$ cat src/rtl/handshake_arbiter_ctrl_pkg.sv
// Shared types and constant helpers for the multi-channel handshake arbiter.
package handshake_arbiter_ctrl_pkg;

  // Controller state encoding; values are fixed so traces stay readable.
  typedef enum logic [2:0] {
    IDLE       = 3'd0,
    ACCEPTING  = 3'd1,
    PROCESSING = 3'd2,
    DONE       = 3'd3,
    ABORT      = 3'd4
  } state_t;

  // Ceiling log2, usable in parameter expressions.
  function automatic int clog2(input int value);
    int result;
    result = 0;
    for (int i = 0; i < 32; i++) begin
      if ((1 << result) < value) result = result + 1;
    end
    return result;
  endfunction

  // Larger of two integers, usable in parameter expressions.
  function automatic int max_int(input int a, input int b);
    return (a > b) ? a : b;
  endfunction

endpackage

$ cat src/rtl/handshake_arbiter_ctrl_rr_arbiter.sv
// Combinational round-robin picker: first requesting channel at or after
// rr_ptr, wrapping around the channel count.
module rr_arbiter
  import handshake_arbiter_ctrl_pkg::*;
#(
  parameter  int NUM_CH = 4,
  localparam int ID_W   = max_int(clog2(NUM_CH), 1)
) (
  input  logic [NUM_CH-1:0] request,
  input  logic [ID_W-1:0]   rr_ptr,
  output logic              valid,
  output logic [ID_W-1:0]   winner
);

  logic [ID_W-1:0] idx;

  // Scan from the farthest offset down so the closest requester to rr_ptr wins.
  always_comb begin
    valid  = 1'b0;
    winner = '0;
    idx    = '0;
    for (int i = NUM_CH - 1; i >= 0; i--) begin
      idx = ID_W'((int'(rr_ptr) + i) % NUM_CH);
      if (request[idx]) begin
        valid  = 1'b1;
        winner = idx;
      end
    end
  end

endmodule

$ cat src/rtl/handshake_arbiter_ctrl.sv
// Multi-channel request/accept/done controller with round-robin arbitration,
// stallable processing phase and accept-phase timeout.
module handshake_arbiter_ctrl
  import handshake_arbiter_ctrl_pkg::*;
#(
  parameter  int NUM_CH      = 4,
  parameter  int PROC_CYCLES = 4,
  parameter  int TIMEOUT     = 16,
  localparam int ID_W        = max_int(clog2(NUM_CH), 1),
  localparam int CNT_W       = clog2(max_int(PROC_CYCLES, TIMEOUT)) + 1
) (
  input  logic              clk,
  input  logic              rst,
  input  logic [NUM_CH-1:0] request,
  input  logic              stall,
  output logic [NUM_CH-1:0] accept,
  output logic [NUM_CH-1:0] done,
  output logic              timeout,
  output logic              busy,
  output logic [ID_W-1:0]   grant_id
);

  state_t            state;
  logic [ID_W-1:0]   rr_ptr;
  logic [CNT_W-1:0]  wait_cnt;
  logic [CNT_W-1:0]  proc_cnt;
  logic              arb_valid;
  logic [ID_W-1:0]   arb_winner;
  logic [ID_W-1:0]   next_ptr;
  logic [NUM_CH-1:0] grant_onehot;

  rr_arbiter #(
    .NUM_CH (NUM_CH)
  ) u_rr_arbiter (
    .request (request),
    .rr_ptr  (rr_ptr),
    .valid   (arb_valid),
    .winner  (arb_winner)
  );

  assign next_ptr     = (arb_winner == ID_W'(NUM_CH - 1)) ? '0 : arb_winner + ID_W'(1);
  assign grant_onehot = NUM_CH'(1) << grant_id;

  // Controller FSM with grant bookkeeping and the wait/processing counters.
  always_ff @(posedge clk) begin
    if (!rst) begin
      state    <= IDLE;
      rr_ptr   <= '0;
      grant_id <= '0;
      wait_cnt <= '0;
      proc_cnt <= '0;
    end else begin
      case (state)
        IDLE: begin
          if (arb_valid) begin
            grant_id <= arb_winner;
            rr_ptr   <= next_ptr;
            wait_cnt <= '0;
            state    <= ACCEPTING;
          end
        end
        ACCEPTING: begin
          if (!request[grant_id]) begin
            proc_cnt <= CNT_W'(PROC_CYCLES - 1);
            state    <= PROCESSING;
          end else if ((TIMEOUT != 0) && (wait_cnt == CNT_W'(TIMEOUT - 1))) begin
            state <= ABORT;
          end else if (wait_cnt != '1) begin
            wait_cnt <= wait_cnt + CNT_W'(1);
          end
        end
        PROCESSING: begin
          if (!stall) begin
            if (proc_cnt == '0) begin
              state <= DONE;
            end else begin
              proc_cnt <= proc_cnt - CNT_W'(1);
            end
          end
        end
        DONE:    state <= IDLE;
        ABORT:   state <= IDLE;
        default: state <= IDLE;
      endcase
    end
  end

  // Moore output decode from the registered state and grant.
  always_comb begin
    accept  = '0;
    done    = '0;
    timeout = 1'b0;
    busy    = (state != IDLE);
    case (state)
      ACCEPTING: accept  = grant_onehot;
      DONE:      done    = grant_onehot;
      ABORT:     timeout = 1'b1;
      default:   ;
    endcase
  end

endmodule

$ cat config.mk
export PLATFORM = sky130hd
export DESIGN_NAME = handshake_arbiter_ctrl
export DESIGN_NICKNAME = d
export VERILOG_FILES = /design/src/rtl/handshake_arbiter_ctrl_pkg.sv /design/src/rtl/handshake_arbiter_ctrl_rr_arbiter.sv /design/src/rtl/handshake_arbiter_ctrl.sv
export SDC_FILE = /design/constraint.sdc
export NUM_CORES = 1
export LEC_CHECK = 0
export CAP_MARGIN = 0
export CELL_PAD_IN_SITES_DETAIL_PLACEMENT = 1
export CELL_PAD_IN_SITES_GLOBAL_PLACEMENT = 1
export CORE_MARGIN = 2
export CORE_UTILIZATION = 30
export CTS_CLUSTER_SIZE = 16
export DETAILED_ROUTE_END_ITERATION = 6
export DONT_BUFFER_PORTS = 1
export MAX_ROUTING_LAYER = met4
export PLACE_DENSITY_LB_ADDON = 0.12
export SETUP_SLACK_MARGIN = 0.05
export SLEW_MARGIN = 40
export SYNTH_ARGS = -nofsm -noshare
export SYNTH_HDL_FRONTEND = slang
export SYNTH_SLANG_ARGS = --single-unit
$ cat constraint.sdc
create_clock -name clk -period 2.6 [get_ports clk]
set_clock_uncertainty 0.15 [all_clocks]
set_input_delay 0.13 -clock clk [delete_from_list [all_inputs] [get_ports clk]]
set_output_delay 0.13 -clock clk [all_outputs]
set_load 0.005 [all_outputs]
==> results of run 1 <==
[metal layers]
metal	vias to the layer above	GRT usage (%)	routed length [µm]
li1	441	-	-
met1	421	18.78	1168
met2	18	22.26	1057
met3	2	4.202	107
met4	0	3.951	13
met5	-	-	0
[layout by cell type, fill, tap and decap left out, types with 2 or more instances in the layout]
| cell type | n |
|---|---|
| dfxtp_1 | 17 |
| inv_1 | 7 |
| o31ai_1 | 2 |
| nor2b_1 | 2 |
| ha_1 | 4 |
| nand2_1 | 8 |
| nor3_1 | 6 |
| nor3b_1 | 2 |
| nor2_1 | 15 |
| nand2b_1 | 2 |
| dlygate4sd3_1 | 2 |
| nand4_1 | 6 |
| nand3_1 | 5 |
| clkbuf_4 | 3 |
| or3_4 | 2 |
| xor2_1 | 2 |
| o22ai_1 | 2 |
| a21oi_1 | 4 |
| o21ai_0 | 3 |
| and3_1 | 3 |
[sequential cells by signal, indices dropped and copies added, names as in the netlist]
signal	flops
proc_cnt	5
wait_cnt	5
state	3
grant_id	2
rr_ptr	2
[critical path: stages, from the launching register on]
cell,delay (ns)
dfxtp_1,0.35
inv_1,0.06
ha_1,0.18
or4b_2,0.65
and2_1,0.25
o311a_1,0.30
[Yosys cell counts, drive strengths merged (2+ instances only)]
| master | instances | area (µm²) |
|---|---|---|
| a21oi | 4 | 20.02 |
| and3 | 4 | 26.28 |
| buf | 2 | 22.52 |
| clkbuf | 2 | 7.510 |
| dfxtp | 17 | 340.3 |
| ha | 4 | 50.05 |
| inv | 7 | 26.28 |
| nand2 | 8 | 30.03 |
| nand2b | 2 | 12.51 |
| nand3 | 5 | 25.02 |
| nand4 | 6 | 37.54 |
| nor2 | 15 | 56.30 |
| nor2b | 2 | 12.51 |
| nor3 | 6 | 30.03 |
| nor3b | 2 | 15.01 |
| o21ai | 3 | 15.01 |
| o22ai | 2 | 12.51 |
| o31ai | 2 | 15.01 |
| or2 | 2 | 12.52 |
| or3 | 2 | 22.52 |
| xor2 | 2 | 17.52 |
[final timing paths]
check	cells after the start	endpoint	from	slack, ns
max	5	proc_cnt[1]	proc_cnt[0]	0.57
min	4	proc_cnt[2]	stall	0.03
max reg2reg	5	proc_cnt[1]	proc_cnt[0]	0.57
min reg2reg	2	proc_cnt[4]	proc_cnt[4]	0.28
[cell families after synthesis]
group / Yosys count / synth area share [%]
flops: 17 / 34.21
compound gates: 21 / 14.59
xor+xnor: 3 / 2.642
mux: 2 / 3.270
fa+ha+maj: 4 / 5.032
buf+inv: 11 / 5.661
simple gates: 62 / 34.59
[power by group through the flow]
| stage | Sequential, µW | Combinational, µW | Clock (µW) |
|---|---|---|---|
| finish | 319 | 171 | 140 |
| global route | 326 | 196 | 163 |
| CTS | 319 | 173 | 151 |
| detailed placement | 325 | 167 | 0 |
| global placement | 323 | 165 | 0 |
| floorplan | 313 | 153 | 0 |
[final cells by class]
type                    instances  area, µm²
fillers                       406       2036
clock inverters                 1      5.005
well taps                      44      55.05
inverters                       7      26.28
repair buffers                  2      20.02
flip-flops and latches         17      340.3
multi-input cells              92      598.1
clock buffers                   3      22.52
[metrics by stage]
stage / hold slack (ns) / cells / utilization [%] / instance area, µm² / power, µW
2_1_floorplan: 0.1872 / 120 / - / 994.7 / 466.2
3_3_place_gp: 0.1093 / 160 / 32.86 / 1020 / 488.0
3_5_place_dp: 0.1111 / 160 / 32.86 / 1020 / 492.2
4_1_cts: 0.02736 / 166 / 34.40 / 1067 / 642.9
5_1_grt: 0.06268 / 166 / 34.40 / 1067 / 685.5
6_report: 0.02862 / 166 / 34.40 / 1067 / 630.3
==> Flow_metrics.wiki, run 1 <==
{| class="wikitable"
! Metric !! Value
|-
| Area of the core region || 3103 µm²
|-
| Clock sinks || 17
|-
| Average wire length per cell after detail routing || about 14 µm
|-
| Number of I/O pins || 19
|-
| Most frequently used flop master after synthesis || dfxtp_1
|-
| Worst Setup Path Type || flip-flop to flip-flop
|-
| Sw frac || 33.87%
|-
| Synth async-reset ratio || 0%
|-
| Relative contribution of combinational cells to total power || 27.1%
|-
| Pwr per Cell Area || 590.5 nW/µm²
|-
| Weighted congestion at the end of routability-driven global placement || roughly 0.79
|-
| Pre-antenna DRT Iters || 4
|-
| Critical Path Fanout Max || 5
|-
| Final hold violation count || 0
|-
| Power spent charging and discharging nets || 213.5 µW
|-
| Syn_nets || 131
|-
| DRC violation total after the first TritonRoute iteration || 23
|-
| Final setup violation count || 0
|-
| Static leakage || 0.0003818 µW
|-
| Total standard cell area after synthesis || 994.7 µm²
|-
| Via count of the first global-routing pass || 888
|-
| WP data required || 2.64 ns
|-
| Number of antenna-violating nets in the routed design || 0
|-
| Maximum capacitance violations || 0
|-
| Peak supply drop || between 0.2 and 0.25 mV
|-
| Mapped Avg Cell Area || 8.289 µm²
|-
| Number of flops mapped to enable cells by yosys || 0
|-
| Count of pins over their slew limit || 0
|-
| Result of the run || finished clean
|-
| Proportion of layout cells with a drive suffix above 1 || 9.836%
|-
| H-Tree Level Count || 1
|-
| Fraction of power consumed by sequential logic || 50.7%
|-
| Count of mapped cells out of synthesis || 120
|-
| Antenna violations before repair || 0
|-
| Clock tree from TritonCTS || yes
|-
| Internal power of the cells || 416.8 µW
|-
| Nature of the critical path startpoint || flip-flop
|-
| Total Negative Setup Slacks || 0 ns
|-
| Capturing element type of the critical path || flip-flop
|-
| Place WS || 0.5715 ns
|-
| Part of the power in the clock network || 22.2%
|-
| DRC violations left || 0
|-
| Diodes inserted || 0
|-
| Later-pin clock latency in the skew report || approximately 0.29 ns
|-
| Number of port buffers || 0
|-
| Total routing usage reported by global routing || 14.57%
|-
| Transition at the pin with the smallest max-transition slack || 0.5416 ns
|-
| Count of synthesis-stage warnings from yosys || 0
|-
| Type of the tightest min-delay check || primary input to flip-flop
|-
| Arrival time worst endpoint || 2.07 ns
|-
| Proportion of synthesized chip area in sequential cells || between 30 and 40%
|-
| Relative slew margins || 63.56%
|-
| Buffer type at the clock tree root || clkbuf_4
|-
| Die width || 61.58 µm
|-
| Post CTS Setup Buffer Count || 0
|-
| Wire length after detailed routing || 2.347 mm
|-
| Final period utilization || 78.09%
|-
| Wire length of the first global-routing pass || roughly 4 mm
|-
| RSZ-0062 raised after global routing || false
|-
| Max Buffers Root-to-Sink || 2
|-
| Post-route minimum period || just over 2 ns
|-
| Inserted Clock Buffers || 3
|-
| Site row count || 20
|-
| Hold Buf Count CTS || 2
|-
| Height of the die || 61.58 µm
|-
| CTS-repair resized insts || 0
|-
| Remaining Overflow, GRT || 0
|-
| Sum of net half-perimeters after detailed placement || 1.805 mm
|-
| Distinct cell type count of the synthesized netlist || 44
|-
| Clock slew at reported path FFs || 0.10 ns
|-
| Maximum number of pins on one net before global-route repair || 12
|-
| Area growth from synthesis to layout || 7.295%
|-
| Overall die area || 3792 µm²
|-
| Vias per inst || 5.313
|-
| Maximum clock frequency || 0.4925 GHz
|-
| Initial core utilization || 32.06%
|-
| Worst path setup slack after routing || 0.5695 ns
|-
| Net count reported at finish || 134
|-
| Total number of vias || 882
|-
| FF+latch count, synth || 17
|}
(Power assumes the default switching activity.)
==> run 2: changes to the inputs <==
- ABC_AREA: not set -> 1
- clock period: 2.6 -> 1.7 ns (I/O delays scaled with it)
==> run 2 against run 1 <==
Against the previous run: highest routed layer unchanged; clock-buffer cell count unchanged; clock power up 120%; hold slack improved by 0.055 ns; core utilization rose by 15 points; synthesized area up 24%; non-clock buffer count increased by 31; power increased to 5.9 times the previous value; critical path type unchanged; worst setup slack got worse by 0.57 ns; wire length increased by 85%; register-to-register slack worse by 0.57 ns.
==> Flow_metrics.wiki, run 2 <==
{| class="wikitable"
! Metric !! Value
|-
| Result of the run || finished clean
|-
| Site row count || 23 (+15%)
|-
| Final period utilization || 100.0% (+22 points)
|-
| FF+latch count, synth || 17 (unchanged)
|-
| Transition at the pin with the smallest max-transition slack || 0.3415 ns (-0.2001 ns)
|-
| Most frequent cells after synthesis || nand2_1, nor2_1, inv_1
|-
| Number of port buffers || 0 (unchanged)
|-
| Total Negative Setup Slacks || 0 ns (unchanged)
|-
| Count of synthesis-stage warnings from yosys || 0 (unchanged)
|-
| Syn_nets || 203 (+55%)
|-
| Peak supply drop || 0.8399 mV (+260%)
|-
| Average wire length per cell after detail routing || 15.64 µm (+11%)
|-
| Relative slew margins || 77.16% (+14 points)
|-
| Remaining Overflow, GRT || 0 (unchanged)
|-
| Total number of vias || 1352 (+53%)
|-
| Clock sinks || 17 (unchanged)
|-
| Number of I/O pins || 19 (unchanged)
|-
| Proportion of synthesized chip area in sequential cells || 27.53% (-6.7 points)
|-
| Number of antenna-violating nets in the routed design || 0 (unchanged)
|-
| Pre-antenna DRT Iters || 4 (unchanged)
|-
| Initial core utilization || 31.13% (-0.93 points)
|-
| WP data required || 1.75 ns (-0.89 ns)
|-
| H-Tree Level Count || 1 (unchanged)
|-
| Post-route minimum period || 1.700 ns (-0.3305 ns)
|-
| Distinct cell type count of the synthesized netlist || 27 (-39%)
|-
| Die width || 68.19 µm (+11%)
|-
| Most frequently used cell type in the post-synthesis netlist || nand2_1
|-
| Most common library cell in the layout ignoring fill and taps || buf_4
|-
| Type of the tightest min-delay check || primary input to flip-flop
|-
| RSZ-0062 raised after global routing || true
|-
| Later-pin clock latency in the skew report || 0.25 ns (-0.04 ns)
|-
| Top post-synthesis cells by area || dfxtp_1, nand2_1, nor2_1, nand3_1, inv_1
|-
| Mapped Avg Cell Area || 6.438 µm² (-22%)
|-
| Proportion of layout cells with a drive suffix above 1 || 51.98% (+42 points)
|-
| Worst Setup Path Type || flip-flop to flip-flop
|-
| Capturing element type of the critical path || flip-flop
|-
| Static leakage || 0.0008503 µW (+120%)
|-
| Vias per inst || 4.881 (-8.1%)
|-
| Hold WS || 0.08374 ns (+0.05512 ns)
|-
| Clock tree from TritonCTS || yes
|-
| DRC violation total after the first TritonRoute iteration || 21 (-8.7%)
|-
| Area growth from synthesis to layout || 58.50%
|-
| Synth async-reset ratio || 0% (unchanged)
|-
| Count of pins over their slew limit || 0 (unchanged)
|-
| Worst path setup slack after routing || 0.00003908 ns (-0.5695 ns)
|-
| Clock slew at reported path FFs || 0.07 ns (-0.03 ns)
|-
| Diodes inserted || 0 (unchanged)
|-
| Pwr per Cell Area || 1905 nW/µm² (+220%)
|-
| Yosys top cell area share || 27.53% (-6.7 points)
|-
| Wire length of the first global-routing pass || 6.099 mm (+53%)
|-
| Max Buffers Root-to-Sink || 2 (unchanged)
|-
| Antenna violations before repair || 0 (unchanged)
|-
| Critical Path Fanout Max || 6 (+1)
|-
| Final hold violation count || 0 (unchanged)
|-
| Final setup violation count || 0 (unchanged)
|-
| Sum of net half-perimeters after detailed placement || 2.973 mm (+65%)
|-
| Buffer type at the clock tree root || clkbuf_8
|-
| Wire length after detailed routing || 4.333 mm (+85%)
|-
| Nature of the critical path startpoint || flip-flop
|-
| Most frequently used flop master after synthesis || dfxtp_1
|-
| Arrival time worst endpoint || 1.75 ns (-0.32 ns)
|-
| Total routing usage reported by global routing || 18.06% (+3.5 points)
|-
| Place WS || -0.1274 ns (-0.6990 ns)
|-
| Post-route core utilization || 49.34% (+15 points)
|-
| Largest regs || proc_cnt (5), wait_cnt (5), state (3)
|-
| Inserted Clock Buffers || 3 (unchanged)
|-
| Net count reported at finish || 239 (+78%)
|-
| Height of the die || 68.19 µm (+11%)
|-
| DRC violations left || 0 (unchanged)
|-
| Number of flops mapped to enable cells by yosys || 0 (unchanged)
|-
| Maximum clock frequency || 0.5882 GHz (+19%)
|-
| Maximum number of pins on one net before global-route repair || 11 (-1)
|-
| Weighted congestion at the end of routability-driven global placement || 0.8598 (+9.3%)
|-
| Via count of the first global-routing pass || 1349 (+52%)
|-
| Commonest non-fill, non-tap cells in the layout || buf_4, nor2_1, nand2_1
|-
| Maximum capacitance violations || 0 (unchanged)
|-
| Total standard cell area after synthesis || 1236 µm² (+24%)
|-
| Count of mapped cells out of synthesis || 192 (+60%)
|-
| Overall die area || 4650 µm² (+23%)
|-
| Area of the core region || 3971 µm² (+28%)
|-
| Cell type with the largest total area after synthesis || dfxtp_1
|}
==> run 2: changes by cell type in the layout (fill, tap and decap cells not counted), sizes merged, moves of 4 or more <==
cell,change
buf,+30
inv,+19
o21ai,+7
nand3,+11
nand2,+45
nand4,-4
nor2,+19
and3,-4
a21oi,+9
==> run 2: final timing paths <==
check	start	endpoint	slack (ns)	depth (start not counted)
worst min-delay path	stall	state[2]	0.08	6
worst max-delay path	rr_ptr[0]	rr_ptr[1]	0.00004	10
worst min register to register	wait_cnt[3]	wait_cnt[3]	0.35	2
worst max register to register	rr_ptr[0]	rr_ptr[1]	0.00004	10
==> run 2: layer usage <==
layer  share of wire (%)  vias to the layer above  global-route usage [%]
li1                    -                      683                       -
met1                  42                      642                   21.64
met2                  53                       23                   32.28
met3                 3.6                        4                   3.783
met4                0.67                        0                   1.500
met5                   0                        -                       -
==> run 2: cells by family (layout without fill, tap and decap cells) <==
family	Yosys count	in the layout	synth area share [%]
buffers and inverters	29	64	9.717
AO/OA/AOI/OAI	27	27	14.98
XOR/XNOR	6	6	4.252
adder cells (fa/ha/maj)	4	4	4.049
AND/OR/NAND/NOR	109	109	39.47
flip-flops	17	17	27.53
==> run 2: power breakdown <==
| part | switching (µW) | total, µW | internal (µW) |
|---|---|---|---|
| Combinational | 1580 | 2690 | 1110 |
| Clock | 143 | 306 | 163 |
| Sequential | 166 | 736 | 569 |
| Total | 1890 | 3730 | 1840 |
==> run 2: critical path, stage by stage (launching register included) <==
cell and delay [ns]:
dfxtp_4 0.38, buf_8 0.15, o21ai_4 0.18, nand2_2 0.10, nand2_4 0.08, nor2_4 0.05
a21oi_4 0.21, nand2_2 0.11, nand2_2 0.09, nand3_2 0.07, nand2_1 0.06
==> run 2: through the flow <==
step | instance area (µm²) | instances | total power, µW
after floorplan | 1244 | 192 | 1945
after global placement | 1460 | 263 | 2454
after detailed placement | 1460 | 263 | 2526
after CTS | 1620 | 268 | 3085
after global routing | 1959 | 277 | 4024
final | 1959 | 277 | 3732
==> run 2: timing repair <==
item                                    CTS  global route
endpoints found under the setup margin   14            16
resized for setup                        30            70
endpoints found under the hold margin    15            11
pin swaps                                 9            29
buffers inserted                          1             6
==> run 2: layout make-up <==
type | count | area [µm²]
fillers | 491 | 2012
multi-input cells | 146 | 1107
flip-flops and latches | 17 | 365.4
repair buffers | 33 | 266.5
inverters | 27 | 111.4
well taps | 50 | 62.56
clock buffers | 3 | 41.29
clock inverters | 1 | 5.005
==> run 3: changes to the inputs <==
==> constraint.sdc (replaced) <==
create_clock -name clk -period 1.9 [get_ports clk]
set_clock_uncertainty 0.15 [all_clocks]
set_input_delay 0 -clock clk [delete_from_list [all_inputs] [get_ports clk]]
set_output_delay 0 -clock clk [all_outputs]
set_load 0.005 [all_outputs]
==> run 3 against run 2 <==
Against the previous run: register-to-register slack better by 0.18 ns; core utilization is 12 points lower; worst setup slack better by 0.18 ns; clock power down 9.8%; non-clock buffer count fell by 25; die area stayed put; power is 34% lower; wire length fell by 21%; largest power group unchanged.
==> Flow_metrics.wiki, run 3 (synthesis gave the netlist of run 2 again) <==
{| class="wikitable"
! Metric !! Value
|-
| DRC violation total after the first TritonRoute iteration || 27 (+29%)
|-
| Final period utilization || 90.54% (-9.5 points)
|-
| Library cell appearing most often on the critical path || nand2_1
|-
| Cell chain of the critical path || ha_2 -> nand2_1 -> nor2_4 -> ha_4 -> nand2_1 -> o21ai_1 -> nor2_2 -> nand2_4 -> inv_2 -> nand2_1 -> a21oi_2
|-
| Internal power of the cells || 1189 µW (-35%)
|-
| WP data required || 1.94 ns (+0.19 ns)
|-
| Critical Path Fanout Max || 5 (-1)
|-
| Nature of the critical path startpoint || flip-flop
|-
| Post-route minimum period || 1.720 ns (+0.02022 ns)
|-
| Maximum number of pins on one net before global-route repair || 12 (+1)
|-
| Fill cell count || 517 (+5.3%)
|-
| Proportion of layout cells with a drive suffix above 1 || 23.76% (-28 points)
|-
| H-Tree Level Count || 1 (unchanged)
|-
| Sw frac || 51.70% (+1.0 points)
|-
| Commonest non-fill, non-tap cells in the layout || nand2_1, nor2_1, inv_1
|-
| Clock slew at reported path FFs || 0.08 ns (about the same)
|-
| Clock sinks || 17 (unchanged)
|-
| Sum of net half-perimeters after detailed placement || 2.864 mm (-3.6%)
|-
| Wire length of the first global-routing pass || 5.616 mm (-7.9%)
|-
| Count of pins over their slew limit || 0 (unchanged)
|-
| Relative contribution of combinational cells to total power || 64.3% (-7.8 points)
|-
| Area growth from synthesis to layout || 19.33%
|-
| Initial core utilization || 31.13% (unchanged)
|-
| Weighted congestion at the end of routability-driven global placement || 0.7572 (-12%)
|-
| Relative slew margins || 74.39% (-2.8 points)
|-
| Largest regs || proc_cnt (5), wait_cnt (5), state (3)
|-
| Total Negative Setup Slacks || 0 ns (unchanged)
|-
| Total routing usage reported by global routing || 16.67% (-1.4 points)
|-
| Site row count || 23 (unchanged)
|-
| Remaining Overflow, GRT || 0 (unchanged)
|-
| Maximum capacitance violations || 0 (unchanged)
|-
| Buffer type at the clock tree root || clkbuf_8
|-
| Peak supply drop || 0.7097 mV (-16%)
|-
| Critical-path top delay cell || dfxtp_2
|-
| Vias per inst || 4.821 (-1.2%)
|-
| Area of the core region || 3971 µm² (unchanged)
|-
| Pwr per Cell Area || 1669 nW/µm² (-12%)
|-
| Total number of vias || 1215 (-10%)
|-
| Number of standard cells in the final layout excluding fillers || 252 (-9.0%)
|-
| Wire length after detailed routing || 3.432 mm (-21%)
|-
| Average wire length per cell after detail routing || 13.62 µm (-13%)
|-
| Height of the die || 68.19 µm (unchanged)
|-
| Hold WS || 0.001687 ns (-0.08205 ns)
|-
| Post-Place Cells || 246 (-6.5%)
|-
| Clock tree from TritonCTS || yes
|-
| Antenna violations before repair || 0 (unchanged)
|-
| Power spent charging and discharging nets || 1273 µW (-33%)
|-
| Arrival time worst endpoint || 1.76 ns (about the same)
|-
| Net count reported at finish || 214 (-10%)
|-
| RSZ-0062 raised after global routing || true
|-
| Capturing element type of the critical path || flip-flop
|-
| Critical Path Max Stage Delay || 0.33 ns (-0.05 ns)
|-
| Post-route core utilization || 37.15% (-12 points)
|-
| Die width || 68.19 µm (unchanged)
|-
| Maximum clock frequency || 0.5813 GHz (-1.2%)
|-
| Number of I/O pins || 19 (unchanged)
|-
| Number of port buffers || 0 (unchanged)
|-
| Worst Setup Path Type || flip-flop to flip-flop
|-
| Later-pin clock latency in the skew report || 0.25 ns (about the same)
|-
| Inserted Clock Buffers || 3 (unchanged)
|-
| Transition at the pin with the smallest max-transition slack || 0.3829 ns (+0.04132 ns)
|-
| Part of the power in the clock network || 11.2% (+3.0 points)
|-
| Static leakage || 0.0006209 µW (-27%)
|-
| DRC violations left || 0 (unchanged)
|-
| Via count of the first global-routing pass || 1229 (-8.9%)
|-
| Final hold violation count || 0 (unchanged)
|-
| Number of antenna-violating nets in the routed design || 0 (unchanged)
|-
| Type of the tightest min-delay check || primary input to flip-flop
|-
| Pre-antenna DRT Iters || 4 (unchanged)
|-
| Final setup violation count || 0 (unchanged)
|-
| Diodes inserted || 0 (unchanged)
|-
| Most common library cell in the layout ignoring fill and taps || nand2_1
|-
| Max Buffers Root-to-Sink || 2 (unchanged)
|-
| Fraction of power consumed by sequential logic || 24.5% (+4.8 points)
|-
| Result of the run || finished clean
|-
| Overall die area || 4650 µm² (unchanged)
|}
[run 3: final cells by class]
class / count / area [µm²] / share of cell area (%)
Sequential cell: 17 / 345.3 / 23.41
Multi-Input combinational cell: 146 / 850.8 / 57.68
Tap cell: 50 / 62.56 / 4.241
Clock buffer: 3 / 41.29 / 2.799
Clock inverter: 1 / 5.005 / 0.3393
Inverter: 27 / 103.9 / 7.040
Timing Repair Buffer: 8 / 66.31 / 4.495
[run 3: worst paths after layout]
kind | startpoint | endpoint | slack (ns) | depth (start not counted)
hold reg to reg | proc_cnt[1] | proc_cnt[1] | 0.34 | 2
setup / recovery | wait_cnt[1] | wait_cnt[4] | 0.18 | 11
hold / removal | stall | state[2] | 0.002 | 6
setup reg to reg | wait_cnt[1] | wait_cnt[4] | 0.18 | 11
[run 3: worst max-delay path: cells and delay by family, from the launching register on]
kind	cells	cell delay, ns
compound gates	2	0.17
fa+ha+maj	2	0.35
buf+inv	1	0.08
flops	1	0.33
simple gates	6	0.58
[run 3: per-layer routing]
layer,global-route usage (%),routed length (µm),up-vias
met5,-,0,-
met4,4.750,48,0
met3,3.289,107,6
met2,29.00,1723,15
met1,19.40,1551,565
li1,-,-,629
[run 3: timing repair]
item	in CTS	in global routing
buffers inserted	0	1
hold endpoints to repair	17	0
setup endpoints to repair	5	11
hold buffers	1	0
pin swaps	1	4
resized for setup	2	20
cloned	0	0
[run 3: per-stage QoR]
stage	setup WS, ns	area (µm²)	power, µW
2_1_floorplan	0.2332	1236	1741
3_3_place_gp	0.1047	1325	2013
3_5_place_dp	0.007409	1325	2067
4_1_cts	0.06103	1386	2362
5_1_grt	0.02228	1475	2731
6_report	0.1798	1475	2462
[run 3: power groups by stage]
stage | combinational, µW | sequential (µW) | clock (µW)
after floorplan | 1160 | 580 | 0
after global placement | 1410 | 602 | 0
after detailed placement | 1460 | 606 | 0
after CTS | 1470 | 600 | 291
after global routing | 1800 | 625 | 309
final | 1580 | 604 | 276
